===== src/rtl/knight_rider_monitor_pkg.sv =====
// Shared definitions for the Knight Rider scanner monitor.
//   - LED bus geometry (NUM_LEDS, NUM_POS, POS_W)
//   - FSM state encoding
//   - valid scanner pattern table, indexed by position P
//   - decoder result struct
package knight_rider_monitor_pkg;

  localparam int NUM_LEDS = 8;
  localparam int NUM_POS  = 9;
  localparam int POS_W    = 4;

  localparam logic [1:0] ST_HUNT   = 2'd0;
  localparam logic [1:0] ST_TRACK  = 2'd1;
  localparam logic [1:0] ST_LOCKED = 2'd2;

  // PAT_TABLE[P] is the only legal LED image for position P.
  // The end positions light a single LED, the interior ones a pair.
  localparam logic [NUM_POS-1:0][NUM_LEDS-1:0] PAT_TABLE = {
    8'h80, 8'hC0, 8'h60, 8'h30, 8'h18, 8'h0C, 8'h06, 8'h03, 8'h01
  };

  typedef struct packed {
    logic             valid;
    logic [POS_W-1:0] p;
  } dec_t;

endpackage


===== src/rtl/knight_rider_monitor_if.sv =====
// Bus between the scanner under observation and the monitor.
//   led_in      : observed LED image (driven by master)
//   pos/dir     : decoded position and sweep direction (1 = toward LSB)
//   locked      : consistent sweep being tracked
//   step/err    : single-cycle event pulses
//   stall       : pattern frozen for too long
//   sweep_count : end reversals seen while locked (saturating)
interface knight_rider_monitor_if;
  import knight_rider_monitor_pkg::*;

  logic [NUM_LEDS-1:0] led_in;
  logic [POS_W-1:0]    pos;
  logic                dir;
  logic                locked;
  logic                step;
  logic                err;
  logic                stall;
  logic [15:0]         sweep_count;

  modport master (output led_in,
                  input  pos, dir, locked, step, err, stall, sweep_count);
  modport slave  (input  led_in,
                  output pos, dir, locked, step, err, stall, sweep_count);
endinterface


===== src/rtl/knight_rider_pattern_decode.sv =====
// Combinational pattern decoder.
//   led_i : registered LED image
//   dec_o : {valid, P}; P is zero when the image is not a legal pattern
module knight_rider_pattern_decode
  import knight_rider_monitor_pkg::*;
(
  input  logic [NUM_LEDS-1:0] led_i,
  output dec_t                dec_o
);

  always_comb begin
    dec_o = '0;
    for (int i = 0; i < NUM_POS; i++) begin
      if (led_i == PAT_TABLE[i]) begin
        dec_o.valid = 1'b1;
        dec_o.p     = POS_W'(i);
      end
    end
  end

endmodule


===== src/rtl/knight_rider_monitor.sv =====
// Knight Rider scanner monitor.
// Registers the LED bus once, decodes it, and runs a HUNT/TRACK/LOCKED
// tracker over the decoded position. All outputs are registered, so an
// LED image appears on the outputs two clocks after it is presented.
//   clk, rst : clock and synchronous active-high reset
//   bus      : slave side of knight_rider_monitor_if
module knight_rider_monitor
  import knight_rider_monitor_pkg::*;
#(
  parameter int unsigned LOCK_STEPS  = 4,
  parameter logic [31:0] STALL_LIMIT = 32'd50_000_000
) (
  input  logic                  clk,
  input  logic                  rst,
  knight_rider_monitor_if.slave bus
);

  logic [NUM_LEDS-1:0] led_q, led_prev_q;
  logic [1:0]          state_q, state_d;
  logic [POS_W-1:0]    pos_q, pos_d;
  logic                dir_q, dir_d;
  logic                dir_known_q, dir_known_d;
  logic                locked_q, locked_d;
  logic                step_q, step_d;
  logic                err_q, err_d;
  logic                stall_q, stall_d;
  logic [15:0]         sweep_q, sweep_d;
  logic [3:0]          steps_q, steps_d;
  logic [31:0]         stall_cnt_q, stall_cnt_d;

  dec_t dec;

  knight_rider_pattern_decode u_dec (
    .led_i (led_q),
    .dec_o (dec)
  );

  logic       changed, up, dn, cont, end_rev, legal, reversal;
  logic [4:0] steps_inc;

  // Motion is always judged against the registered position.
  assign changed  = (led_q != led_prev_q);
  assign up       = (dec.p == pos_q + 4'd1);
  assign dn       = (pos_q != '0) && (dec.p == pos_q - 4'd1);
  assign cont     = dir_q ? dn : up;
  assign end_rev  = ((pos_q == 4'd0) && (dec.p == 4'd1)) ||
                    ((pos_q == 4'd8) && (dec.p == 4'd7));
  assign legal    = (up || dn) && (!dir_known_q || cont || end_rev);
  assign reversal = dir_known_q && !cont && end_rev;
  assign steps_inc = (steps_q == 4'hF) ? 5'd15 : {1'b0, steps_q} + 5'd1;

  always_comb begin
    state_d     = state_q;
    pos_d       = pos_q;
    dir_d       = dir_q;
    dir_known_d = dir_known_q;
    locked_d    = locked_q;
    step_d      = 1'b0;
    err_d       = 1'b0;
    stall_d     = stall_q;
    sweep_d     = sweep_q;
    steps_d     = steps_q;
    stall_cnt_d = stall_cnt_q;

    if (!changed) begin
      // Frozen valid image: count towards a stall. Once the limit is hit
      // the tracker is held in HUNT until the image moves again.
      if (dec.valid) begin
        if (stall_cnt_q >= STALL_LIMIT - 32'd1) begin
          stall_cnt_d = STALL_LIMIT;
          stall_d     = 1'b1;
          locked_d    = 1'b0;
          state_d     = ST_HUNT;
        end else begin
          stall_cnt_d = stall_cnt_q + 32'd1;
        end
      end
    end else begin
      stall_cnt_d = '0;
      stall_d     = 1'b0;
      if (state_q == ST_HUNT) begin
        if (dec.valid) begin
          state_d     = ST_TRACK;
          pos_d       = dec.p;
          steps_d     = '0;
          dir_known_d = 1'b0;
        end
      end else if (!dec.valid) begin
        err_d    = 1'b1;
        locked_d = 1'b0;
        state_d  = ST_HUNT;
      end else if (legal) begin
        step_d      = 1'b1;
        pos_d       = dec.p;
        dir_d       = dn;
        dir_known_d = 1'b1;
        steps_d     = steps_inc[3:0];
        if (state_q == ST_TRACK && steps_inc >= 5'(LOCK_STEPS)) begin
          state_d  = ST_LOCKED;
          locked_d = 1'b1;
        end
        if (state_q == ST_LOCKED && reversal && sweep_q != 16'hFFFF)
          sweep_d = sweep_q + 16'd1;
      end else begin
        // Jump or mid-range reversal: restart tracking from here.
        err_d       = 1'b1;
        state_d     = ST_TRACK;
        pos_d       = dec.p;
        steps_d     = '0;
        dir_known_d = 1'b0;
        locked_d    = 1'b0;
      end
    end
  end

  always_ff @(posedge clk) begin
    if (rst) begin
      led_q       <= '0;
      led_prev_q  <= '0;
      state_q     <= ST_HUNT;
      pos_q       <= '0;
      dir_q       <= 1'b0;
      dir_known_q <= 1'b0;
      locked_q    <= 1'b0;
      step_q      <= 1'b0;
      err_q       <= 1'b0;
      stall_q     <= 1'b0;
      sweep_q     <= '0;
      steps_q     <= '0;
      stall_cnt_q <= '0;
    end else begin
      led_q       <= bus.led_in;
      led_prev_q  <= led_q;
      state_q     <= state_d;
      pos_q       <= pos_d;
      dir_q       <= dir_d;
      dir_known_q <= dir_known_d;
      locked_q    <= locked_d;
      step_q      <= step_d;
      err_q       <= err_d;
      stall_q     <= stall_d;
      sweep_q     <= sweep_d;
      steps_q     <= steps_d;
      stall_cnt_q <= stall_cnt_d;
    end
  end

  assign bus.pos         = pos_q;
  assign bus.dir         = dir_q;
  assign bus.locked      = locked_q;
  assign bus.step        = step_q;
  assign bus.err         = err_q;
  assign bus.stall       = stall_q;
  assign bus.sweep_count = sweep_q;

endmodule


===== src/flat_wrapper.sv =====
// flat-port wrapper written by rule: the top's interface ports become plain ports
module knight_rider_monitor_flat import knight_rider_monitor_pkg::*;
#(
  parameter int unsigned LOCK_STEPS  = 4,
  parameter logic [31:0] STALL_LIMIT = 32'd50_000_000
)
  (clk, rst, bus_led_in, bus_pos, bus_dir, bus_locked, bus_step, bus_err, bus_stall, bus_sweep_count);
  knight_rider_monitor_if bus_i ();
  input  logic clk;
  input  logic rst;
  input wire logic [$bits(bus_i.led_in)-1:0] bus_led_in;
  output wire logic [$bits(bus_i.pos)-1:0] bus_pos;
  output wire logic [$bits(bus_i.dir)-1:0] bus_dir;
  output wire logic [$bits(bus_i.locked)-1:0] bus_locked;
  output wire logic [$bits(bus_i.step)-1:0] bus_step;
  output wire logic [$bits(bus_i.err)-1:0] bus_err;
  output wire logic [$bits(bus_i.stall)-1:0] bus_stall;
  output wire logic [$bits(bus_i.sweep_count)-1:0] bus_sweep_count;
  assign bus_i.led_in = bus_led_in;
  assign bus_pos = bus_i.pos;
  assign bus_dir = bus_i.dir;
  assign bus_locked = bus_i.locked;
  assign bus_step = bus_i.step;
  assign bus_err = bus_i.err;
  assign bus_stall = bus_i.stall;
  assign bus_sweep_count = bus_i.sweep_count;
  knight_rider_monitor #(.LOCK_STEPS(LOCK_STEPS), .STALL_LIMIT(STALL_LIMIT)) u_core (.clk(clk), .rst(rst), .bus(bus_i));
endmodule

===== config.mk =====
export PLATFORM = sky130hd
export DESIGN_NAME = knight_rider_monitor_flat
export DESIGN_NICKNAME = d
export VERILOG_FILES = /design/src/rtl/knight_rider_monitor_pkg.sv /design/src/rtl/knight_rider_monitor_if.sv /design/src/rtl/knight_rider_pattern_decode.sv /design/src/rtl/knight_rider_monitor.sv /design/src/flat_wrapper.sv
export SDC_FILE = /design/constraint.sdc
export NUM_CORES = 1
export LEC_CHECK = 0
export CORE_MARGIN = 10
export CORE_UTILIZATION = 54
export CTS_BUF_LIST = sky130_fd_sc_hd__clkbuf_4
export DETAILED_ROUTE_END_ITERATION = 8
export GPL_TIMING_DRIVEN = 0
export HOLD_SLACK_MARGIN = 0.02
export PLACE_DENSITY = 0.88
export SLEW_MARGIN = 25
export SYNTH_ARGS = -nofsm -noshare
export SYNTH_HDL_FRONTEND = slang
export SYNTH_SLANG_ARGS = --single-unit

===== constraint.sdc =====
create_clock -name clk -period 2.67 [get_ports clk]
set_clock_uncertainty 0.05 [all_clocks]
set_input_delay 0.4005 -clock clk [delete_from_list [all_inputs] [get_ports clk]]
set_output_delay 0.4005 -clock clk [all_outputs]
set_load 0.05 [all_outputs]

== After elaboration in Yosys (flattened, before gate mapping) ==
Cells that the tools add are included.

* Register bits: 80

* Bitwise logic cells: 3
* Multiplexer cells: 37
* Reductions and logical operators: 29
* Magnitude comparators: 2
* Eq/ne operators: 23
* $add $sub $neg: 5

{| class="wikitable"
|+ Operator list
! kind !! count
|-
| two-way mux 5 bit || 10
|-
| adder 32 x 1 -> 32 bit, second input constant || 1
|-
| >= comparator 32 x 26 -> 1 bit, second input constant || 1
|-
| two-way mux 32 bit || 1
|-
| adder 16 x 1 -> 16 bit, second input constant || 1
|-
| equality test 8 bit, second input constant || 2
|-
| two-way mux 2 bit || 8
|-
| two-way mux 4 bit || 4
|-
| != test 16 bit, second input constant || 1
|-
| two-way mux 1 bit || 14
|-
| AND reduction 4 bit || 3
|-
| logical AND 1 bit || 9
|-
| equality test 4 bit || 2
|-
| equality test 4 bit, second input constant || 2
|-
| equality test 8 x 1 -> 1 bit, second input constant || 1
|-
| equality test 8 x 2 -> 1 bit, second input constant || 1
|-
| equality test 8 x 3 -> 1 bit, second input constant || 1
|-
| equality test 8 x 4 -> 1 bit, second input constant || 1
|-
| equality test 8 x 5 -> 1 bit, second input constant || 1
|-
| equality test 8 x 6 -> 1 bit, second input constant || 1
|-
| equality test 8 x 7 -> 1 bit, second input constant || 1
|-
| != test 8 bit || 1
|-
| adder 4 x 1 -> 5 bit, second input constant || 1
|-
| >= comparator 5 x 3 -> 1 bit, second input constant || 1
|-
| 22 further kinds || 30
|}

== Depth between registers and ports, before layout ==
Gate-level depths: netlist of the first run.

* Depth after elaboration: 20
* Gate-level depth with buffers: 11

== Cells and area by module ==
Synthesis of the first run repeated with hierarchy kept, for this count alone.

* Cells, all modules: 452
* Area total of the unflattened synthesis: 3976.3 sq um

{| class="wikitable"
|+ By module, submodules not included
! module !! times used !! area an instance (sq um) !! cells each !! sequential area each (sq um)
|-
| knight_rider_monitor || 1 || 3748.6 || 418 || 1601.5
|-
| knight_rider_pattern_decode || 1 || 227.7 || 34 || 0.0
|}

== Worst setup path before layout of the first run ==
No wires, ideal clock.

* Kind: register -> register
* Start point: register u_core.pos_q[0], in the netlist u_core.bus.pos[0]
* End point: register u_core.sweep_q[12], in the netlist u_core.bus.sweep_count[12]
* Data arrival time: 3.094 ns
* Data required time: 2.499 ns
* Path slack: -0.594 ns
* Stages on the path, launching flop included: 11
* Path buffers: 1
* Cell sequence: dfxtp_1 > inv_1 > ha_1 > nor2b_1 > or4_1 > a211oi_2 > nand4_1 > a211o_1 > buf_6 > nor3_1 > mux2_2

* Longest elaborated chain between the ends: 10
* Elaborated cells between the ends (all ways): 22
* Those cells by class: 2 x add/sub; 3 x eq/ne; 1 x mux; 16 x reduce/logical

{| class="wikitable"
|+ RTL lines
! what !! line !! RTL
|-
| start: declaration || knight_rider_monitor.sv:20 || <nowiki>logic [POS_W-1:0] pos_q, pos_d;</nowiki>
|-
| start signal: assignment || knight_rider_monitor.sv:135 || <nowiki>pos_q <= pos_d;</nowiki>
|-
| subtractor 4 x 1 -> 4 bit || knight_rider_monitor.sv:44 || <nowiki>assign dn = (pos_q != '0) && (dec.p == pos_q - 4'd1);</nowiki>
|-
| equality test 4 bit || knight_rider_monitor.sv:44 ||
|-
| logical AND 1 bit || knight_rider_monitor.sv:44 ||
|-
| two-way mux 1 bit || knight_rider_monitor.sv:45 || <nowiki>assign cont = dir_q ? dn : up;</nowiki>
|-
| logical NOT 1 bit || knight_rider_monitor.sv:49 || <nowiki>assign reversal = dir_known_q && !cont && end_rev;</nowiki>
|-
| logical AND 1 bit (2 in series) || knight_rider_monitor.sv:49 ||
|-
| logical AND 1 bit (2 in series) || knight_rider_monitor.sv:102 || <nowiki>if (state_q == ST_LOCKED && reversal && sweep_q != 16'hFFFF)</nowiki>
|-
| AND reduction 5 bit (no source line) (*) || -- ||
|-
| end signal: assignment || knight_rider_monitor.sv:142 || <nowiki>sweep_q <= sweep_d;</nowiki>
|-
| end: declaration || knight_rider_monitor.sv:27 || <nowiki>logic [15:0] sweep_q, sweep_d;</nowiki>
|}

Mark *: on every way between the ends. The rest lies on a longest branch, timed or not.
A chain may end at the register's enable or synchronous reset.

== Worst setup path in the final report of the first run ==
* Start point: register u_core.led_q[6]
* End point: register u_core.state_q[1]

* Longest elaborated chain between the ends: 19
* Elaborated cells between the ends (all ways): 41
* Those cells by class: 16 x eq/ne; 14 x mux; 11 x reduce/logical

{| class="wikitable"
|+ RTL lines
! what !! line !! RTL
|-
| start: declaration || knight_rider_monitor.sv:18 || <nowiki>logic [NUM_LEDS-1:0] led_q, led_prev_q;</nowiki>
|-
| start signal: assignment || knight_rider_monitor.sv:132 || <nowiki>led_q <= bus.led_in;</nowiki>
|-
| equality test 8 x 2 -> 1 bit || knight_rider_pattern_decode.sv:14 || <nowiki>if (led_i == PAT_TABLE[i]) begin</nowiki>
|-
| two-way mux 5 bit (8 in series) || knight_rider_pattern_decode.sv:14 ||
|-
| equality test 4 bit || knight_rider_monitor.sv:44 ||
|-
| logical AND 1 bit || knight_rider_monitor.sv:44 ||
|-
| two-way mux 1 bit || knight_rider_monitor.sv:45 ||
|-
| logical OR 1 bit (2 in series) || knight_rider_monitor.sv:48 || <nowiki>assign legal = (up || dn) && (!dir_known_q || cont || end_rev);</nowiki>
|-
| logical AND 1 bit || knight_rider_monitor.sv:48 ||
|-
| two-way mux 2 bit || knight_rider_monitor.sv:92 || <nowiki>end else if (legal) begin</nowiki>
|-
| two-way mux 2 bit || knight_rider_monitor.sv:88 || <nowiki>end else if (!dec.valid) begin</nowiki>
|-
| two-way mux 2 bit || knight_rider_monitor.sv:81 || <nowiki>if (state_q == ST_HUNT) begin</nowiki>
|-
| two-way mux 2 bit || knight_rider_monitor.sv:65 || <nowiki>if (!changed) begin</nowiki>
|-
| end signal: assignment || knight_rider_monitor.sv:134 || <nowiki>state_q <= state_d;</nowiki>
|-
| end: declaration || knight_rider_monitor.sv:19 || <nowiki>logic [1:0] state_q, state_d;</nowiki>
|}

Several ways; a longest one is shown, not always the timed one.

==> results of run 1 <==
state kept, by name (all words and copies together) (netlist names):
name and count:
u_core.dir_known_q 1, u_core.led_q 8, u_core.bus.step 1, u_core.bus.sweep_count 16, u_core.steps_q 4, u_core.bus.err 1
u_core.bus.pos 4, u_core.bus.dir 1, u_core.bus.stall 1, u_core.led_prev_q 8, u_core.state_q 2, u_core.stall_cnt_q 32
u_core.bus.locked 1
logic make-up (layout without fill, tap and decap cells):
group	after synthesis	count (layout)	share of synthesized area (%)
xor gates and xnor gates	39	39	8.80
muxes	4	4	1.05
AOI/OAI and AO/OA	92	92	14.8
and+or+nand+nor	218	218	29.8
buffers and inverters	38	132	4.31
adders and majority gates	5	5	1.55
DFF	80	80	39.7
what timing repair did:
action | 4_1_cts | 5_1_grt
resized for setup | 44 | 63
endpoints found under the setup margin | 60 | 60
gates cloned | 2 | 0
setup buffers | 25 | 23
pin swaps | 30 | 33
worst max-delay path, stage by stage (launching register included):
cell and delay [ns]:
dfxtp_2 0.35, buf_6 0.13, and4bb_2 0.30, o211ai_4 0.32
a31oi_4 0.15, or2_4 0.29, buf_4 0.14, buf_6 0.11
or4_4 0.53, o2111ai_4 0.12, nand4_1 0.31, buf_4 0.25
a211oi_2 0.19
report_power, final:
part	switching [mW]	total (mW)	internal, mW
Combinational	0.191	0.342	0.151
Sequential	0.0237	1.23	1.21
Clock	0.466	0.846	0.381
Total	0.681	2.42	1.74
final cells by class:
type                            count  area (sq um)  area share, %
Sequential cell                    80          1630           29.3
Clock inverter                      7          92.6           1.66
Multi-Input combinational cell    358          2690           48.4
Inverter                           12          45.0          0.810
Tap cell                           99           124           2.23
Buffer                             22           146           2.63
Clock buffer                        9          67.6           1.21
Timing Repair Buffer               82           767           13.8
worst paths after layout:
path,start,end,slack (ns)
setup / recovery,u_core.led_q[6]$_SDFF_PP0_,u_core.state_q[1]$_SDFFE_PP0P_,-0.65
hold reg to reg,u_core.bus.stall$_SDFFE_PP0P_,u_core.bus.stall$_SDFFE_PP0P_,0.42
hold / removal,u_core.bus.stall$_SDFFE_PP0P_,u_core.bus.stall$_SDFFE_PP0P_,0.42
setup reg to reg,u_core.led_q[6]$_SDFF_PP0_,u_core.state_q[1]$_SDFFE_PP0P_,-0.65
layout by cell type, fill, tap and decap left out, drive strengths merged, types with 3 or more instances in the layout:
master,netlist,routed
nor2b,21,21
a211oi,6,6
a41oi,5,5
clkdlybuf4s50,0,34
a21oi,36,36
nor3,11,11
or3,11,11
nor4,6,6
and4,6,6
a21o,3,3
nand4,16,16
o31ai,4,4
dfxtp,80,80
clkbuf,16,26
clkinv,0,3
inv,12,14
a31oi,6,6
or4,7,7
nor2,52,52
o21ai,15,15
xor2,23,23
and3,7,7
nand2,28,28
xnor2,15,15
nand2b,5,5
ha,5,5
buf,10,53
or2,3,3
and2,6,6
nand3,27,27
nand3b,3,3
per-layer routing:
metal | global-route usage (%) | wire length, um | vias to the layer above
li1 | - | - | 1893
met1 | 21.8 | 5040 | 2041
met2 | 34.8 | 6850 | 320
met3 | 6.46 | 1430 | 96
met4 | 9.86 | 813 | 0
met5 | 0 | 0 | -
==> metrics.cfg, run 1 <==
[outcome]
status = finished, violations left
violations = setup timing

[pwr]
powerDensity_nw_per_um2 = 435
max-vdd-ir-drop_uv = 383
p_leak_nw = 1.93
p_total_mw = 2.42

[grt]
grt_pass1_wl_um = 18900
grt_pass1_vias = 3988
grt-ovfl-total = 0
grt_max_degree = 15
antenna_found_initial = 0
grt_usage_pct = 20.2

[clock_network]
root_buffer = clkbuf_4
cts_tree = done
clk_pin_slew_worst_paths_ns = 0.14
cts.sink_count = 80
ctsHoldBuffers = 0
htree_num_levels = 3
clk_latency_ns = 0.46
clockBufferDepth = 2
cts_buffers = 9

[place]
dpl_worst_slack_ns = -0.464
globalplace.congestion = 0.886
port_buffers = 34
dp_hpwl_um = 6960
place_area_sq_um = 4610
dp_cells = 609

[layout]
fin_util_pct = 76.7
nets = 580
antenna_cells_inserted = 0
fillCellCount = 415
drive_gt1_share_pct = 27.2
final_cells = 669
final_cell_area_sq_um = 5560
syn2layout_area_growth_pct = 37.8

[floorplanning]
start_util_pct = 55.6
rows = 31
die_y_um = 106
pin_count = 35
core_area_sq_um = 7250
fp.dieW_um = 106
die-area_sq_um = 11300

[synthesis]
synth.distinct_cells = 65
ys_async_sr_fraction_pct = 0
synth_top_area_share_pct = 39.7
syn_inst = 476
yosysSeqAreaShare_pct = 39.7
synth_ff_type = dfxtp_1
ys_top_cells_by_area = dfxtp_1 (40%), xor2_1 (5.0%), nor2_1 (4.7%), a21oi_1 (4.5%), nand3_1 (3.3%)
yosysWarningCount = 0
synth_largest_area_cell = dfxtp_1
ys_seq_elements = 80
syn_area_sq_um = 4040
synth_common_cells = dfxtp_1 (80), nor2_1 (51), a21oi_1 (36)
syn_area_per_cell_sq_um = 8.48
yosysMostFrequentCell = dfxtp_1
synth-edff-count = 0
syn_nets = 491

[timing]
setup_viol = 28
max_slew_margin_pct = 52.4
hold_ws_ns = 0.416
final.setup.worst_slack_ns = -0.654
tns_ns = -13.92
min_period_ns = 3.32
maxSlewViolCount = 0
hold_viol = 0
worst_pin_slew_ns = 0.713
rsz0062_at_grt = yes
period_share_pct = 125
max_freq_mhz = 301

[worst_setup_path]
cp.required_ns = 3.00
critical_path.startpoint_type = register
path_max_fanout = 8
crit_arrival_ns = 3.65
end_kind = register
reg2regPathDepth = 12
criticalPathCategory = reg2reg

[route]
dr.pass1.iters = 5
finalWirelength_um = 14100
drt-initial-drc-count = 476
avgRoutedWirePerCell_um = 21.1
drc = 0
vias = 4350
ant_nets = 0
viasPerCell = 6.50

[hold_path]
hold_path_depth = 2
hp-class = reg2reg

[flow_run]
cap_violations = 0

Power figures use the tool's default switching activity.
==> run 2: changes to the inputs <==
--- a/config.mk
+++ b/config.mk
@@ -5,14 +5,14 @@
 export SDC_FILE = /design/constraint.sdc
 export NUM_CORES = 1
 export LEC_CHECK = 0
+export ABC_AREA = 1
 export CORE_MARGIN = 10
-export CORE_UTILIZATION = 54
+export CORE_UTILIZATION = 55
 export CTS_BUF_LIST = sky130_fd_sc_hd__clkbuf_4
 export DETAILED_ROUTE_END_ITERATION = 8
 export GPL_TIMING_DRIVEN = 0
 export HOLD_SLACK_MARGIN = 0.02
 export PLACE_DENSITY = 0.88
-export SLEW_MARGIN = 25
 export SYNTH_ARGS = -nofsm -noshare
 export SYNTH_HDL_FRONTEND = slang
 export SYNTH_SLANG_ARGS = --single-unit
==> run 2 against run 1 <==
The run now ends clean. Area after synthesis grew 9.2%. Sequential power up 4%. Synthesized cell count is 36% higher. Flip-flop and latch count unchanged. Sequential share of layout area up 2.1 points. Highest routed layer unchanged. Total power rose by 12%. Cell area is 8.3% lower. Largest cell class unchanged. Non-clock buffer count down 56. First-iteration DRC count is 38% lower. Via count is 1.1% lower. Clock power is 13% higher.
==> metrics.cfg, run 2 <==
[outcome]
status = finished, final reports clean

[place]
dp_hpwl_um = 7590  ; +9.1%
globalplace.congestion = 0.894  ; +0.94%
port_buffers = 34  ; unchanged
place_area_sq_um = 4880  ; +5.8%

[clock_network]
clk_latency_ns = 0.45  ; about the same
clockBufferDepth = 2  ; unchanged
clk_pin_slew_worst_paths_ns = 0.16  ; +0.02 ns
cts_tree = done
root_buffer = clkbuf_4
cts_buffers = 9  ; unchanged
cts.sink_count = 80  ; unchanged
htree_num_levels = 3  ; unchanged

[grt]
grt_pass1_wl_um = 17500  ; -7.6%
antenna_found_initial = 0  ; unchanged
grt_usage_pct = 17.4  ; -2.8 points
grt-ovfl-total = 0  ; unchanged
grt_pass1_vias = 4042  ; +1.4%
grt_max_degree = 16  ; +1

[pwr]
p_comb_share_pct = 17.2  ; +3.1 points
p_seq_share_pct = 47.3  ; -3.6 points
p_leak_nw = 2.01  ; +4.1%
powerDensity_nw_per_um2 = 529  ; +22%
p_total_mw = 2.70  ; +12%
power.share.clock_pct = 35.6  ; +0.6 points
switching_share_pct = 30.5  ; +2.4 points
max-vdd-ir-drop_uv = 267  ; -30%
p_switching_uw = 824  ; +21%
internal_power_mw = 1.88  ; +7.9%

[floorplanning]
start_util_pct = 56.7  ; +1.1 points
fp.dieW_um = 110  ; +2.9%
rows = 32  ; +3.2%
pin_count = 35  ; unchanged
die_y_um = 110  ; +2.9%
die-area_sq_um = 12000  ; +5.9%
core_area_sq_um = 7770  ; +7.1%

[timing]
max_slew_margin_pct = 64.8  ; +12 points
period_share_pct = 91.8  ; -33 points
tns_ns = 0  ; +13.92 ns
hold_viol = 0  ; unchanged
max_freq_mhz = 408  ; +36%
worst_pin_slew_ns = 0.526  ; -0.188 ns
setup_viol = 0  ; -100%
hold_ws_ns = 0.398  ; -0.0180 ns
min_period_ns = 2.45  ; -0.873 ns
maxSlewViolCount = 0  ; unchanged
rsz0062_at_grt = no

[layout]
regMostFlops = u_core.stall_cnt_q
final_common_cell = nand2_1
fin_util_pct = 65.7  ; -11 points
drive_gt1_share_pct = 11.1  ; -16 points
syn2layout_area_growth_pct = 15.8
mostFrequentLayoutCells = nand2_1 (120), inv_1 (97), nor2_1 (88)
largest_register_ffs = 32  ; unchanged
antenna_cells_inserted = 0  ; unchanged
final_cell_area_sq_um = 5100  ; -8.3%
nets = 710  ; +22%

[synthesis]
synth_common_cells = nand2_1 (120), inv_1 (97), nor2_1 (92)
synth-edff-count = 0  ; unchanged
syn_area_sq_um = 4410  ; +9.2%
synth_largest_area_cell = dfxtp_1
muxShareOfSynthArea_pct = 0  ; -1.1 points
synth_ff_type = dfxtp_1
synth_top_area_share_pct = 36.3  ; -3.3 points
yosysSeqAreaShare_pct = 36.3  ; -3.3 points
synth_adder_area_share_pct = 1.42  ; -0.13 points
yosysWarningCount = 0  ; unchanged
synth.distinct_cells = 44  ; -32%
ys_async_sr_fraction_pct = 0  ; unchanged
syn_area_per_cell_sq_um = 6.79  ; -20%
synth_top_family_by_area = simple AND/OR/NAND/NOR gates
synth-simple-area-share_pct = 39.1  ; +9.3 points
syn_inst = 649  ; +36%
ys_seq_elements = 80  ; unchanged
ys_top_cells_by_area = dfxtp_1 (36%), nand2_1 (10%), inv_1 (8.3%), nor2_1 (7.8%), nand3_1 (5.4%)
synth_xor_area_share_pct = 2.78  ; -6.0 points
yosysMostFrequentCell = nand2_1
synth_compound_area_share_pct = 10.1  ; -4.7 points
syn_nets = 664  ; +35%

[worst_setup_path]
max_stage_delay_ns = 0.38  ; -0.15 ns
regToRegStartpoint = u_core.led_q[3]$_SDFF_PP0_
r2r_slack_ns = 0.22  ; +0.87 ns
path_common_cell = nor2_1
crit_slowest_cell = dfxtp_1
reg2regPathDepth = 13  ; +1
worstPathCellList = nor2_1, nand2_2, nor2_2, nor2_4, nand4_2, nand2_1, nor2_2, nand2_1, nor2_1, nand4_1, xor2_1, nor2_1, nor2_1
cp-startpoint = u_core.led_q[3]$_SDFF_PP0_
criticalPathCategory = reg2reg
cp.required_ns = 2.97  ; -0.03 ns
crit-reg2reg-capture = u_core.stall_cnt_q[21]$_SDFFE_PP0N_
critical_path.startpoint_type = register
end_kind = register
endpoint = u_core.stall_cnt_q[21]$_SDFFE_PP0N_
crit_arrival_ns = 2.75  ; -0.90 ns
path_max_fanout = 5  ; -3

[route]
finalWirelength_um = 10200  ; -28%
vias = 4304  ; -1.1%
drt-initial-drc-count = 293  ; -38%
drc = 0  ; unchanged
avgRoutedWirePerCell_um = 12.8  ; -40%
ant_nets = 0  ; unchanged
viasPerCell = 5.37  ; -17%
dr.pass1.iters = 5  ; unchanged

[flow_run]
cap_violations = 0  ; unchanged

[hold_path]
hp-class = in2reg

run 2: cells by family (layout without fill, tap and decap cells):
family | Yosys count | count (layout)
buffers and inverters | 117 | 168
flip-flops | 80 | 80
AND/OR/NAND/NOR | 354 | 354
XOR/XNOR | 14 | 14
adder cells (fa/ha/maj) | 5 | 5
AO/OA/AOI/OAI | 79 | 79
run 2: worst min-delay path by stage:
stage | start | to | slack [ns] | cells past startpoint
floorplan | u_core.stall_cnt_q[31]$_SDFFE_PP0N_ | u_core.stall_cnt_q[31]$_SDFFE_PP0N_ | 0.37 | 2
global placement | u_core.stall_cnt_q[31]$_SDFFE_PP0N_ | u_core.stall_cnt_q[31]$_SDFFE_PP0N_ | 0.38 | 2
detailed placement | u_core.stall_cnt_q[31]$_SDFFE_PP0N_ | u_core.stall_cnt_q[31]$_SDFFE_PP0N_ | 0.39 | 2
CTS | bus_led_in[0] | u_core.led_q[0]$_SDFF_PP0_ | 0.39 | 3
global route | bus_led_in[5] | u_core.led_q[5]$_SDFF_PP0_ | 0.42 | 3
finish | bus_led_in[7] | u_core.led_q[7]$_SDFF_PP0_ | 0.40 | 3
run 2: area by class of cell:
class / count / area [sq um]
clock buffers: 9 / 67.6
fillers: 672 / 2660
clock inverters: 7 / 126
well taps: 102 / 128
plain buffers: 13 / 65.1
inverters: 104 / 390
repair buffers: 35 / 348
multi-input cells: 452 / 2380
flip-flops and latches: 80 / 1600
run 2: worst max-delay path, delay by kind of cell, from the launching register on:
family	cells	cell delay (ns)
xor gates and xnor gates	1	0.19
DFF	1	0.38
and+or+nand+nor	12	1.72
run 2: power groups by stage:
stage	sequential [mW]	combinational (mW)	clock (mW)
after floorplan	1.36	0.276	0
after global placement	1.30	0.439	0
after detailed placement	1.30	0.451	0
after CTS	1.27	0.455	0.970
after global routing	1.28	0.512	1.01
final	1.28	0.464	0.960
run 2: what timing repair did:
| item | CTS | global route |
|---|---|---|
| gates resized for setup | 0 | 11 |
| buffers inserted | 0 | 1 |
| endpoints found under the setup margin | 0 | 24 |
| endpoints found under the hold margin | 0 | 0 |
| hold buffers | 0 | 0 |
run 2: stage by stage:
step                      worst slack [ns]  std cells
after global placement               0.227        785
after detailed placement             0.164        785
after global routing                0.0151        802
after CTS                            0.151        801
after floorplan                     0.0466        649
final                                0.218        802
run 2: per-layer routing:
metal / vias up / share of wire (%) / global-route usage (%)
li1: 2191 / - / -
met1: 1979 / 44 / 21.2
met2: 114 / 49 / 29.6
met3: 20 / 4.7 / 3.22
met4: 0 / 1.5 / 6.78
met5: - / 0 / 0
==> run 3: changes to the inputs <==
--- a/config.mk
+++ b/config.mk
@@ -13,6 +13,7 @@
 export GPL_TIMING_DRIVEN = 0
 export HOLD_SLACK_MARGIN = 0.02
 export PLACE_DENSITY = 0.88
+export SKIP_LAST_GASP = 1
 export SYNTH_ARGS = -nofsm -noshare
 export SYNTH_HDL_FRONTEND = slang
 export SYNTH_SLANG_ARGS = --single-unit
==> results of run 3 <==
Same layout as run 2: the final DEF is identical, and so are final timing and power.
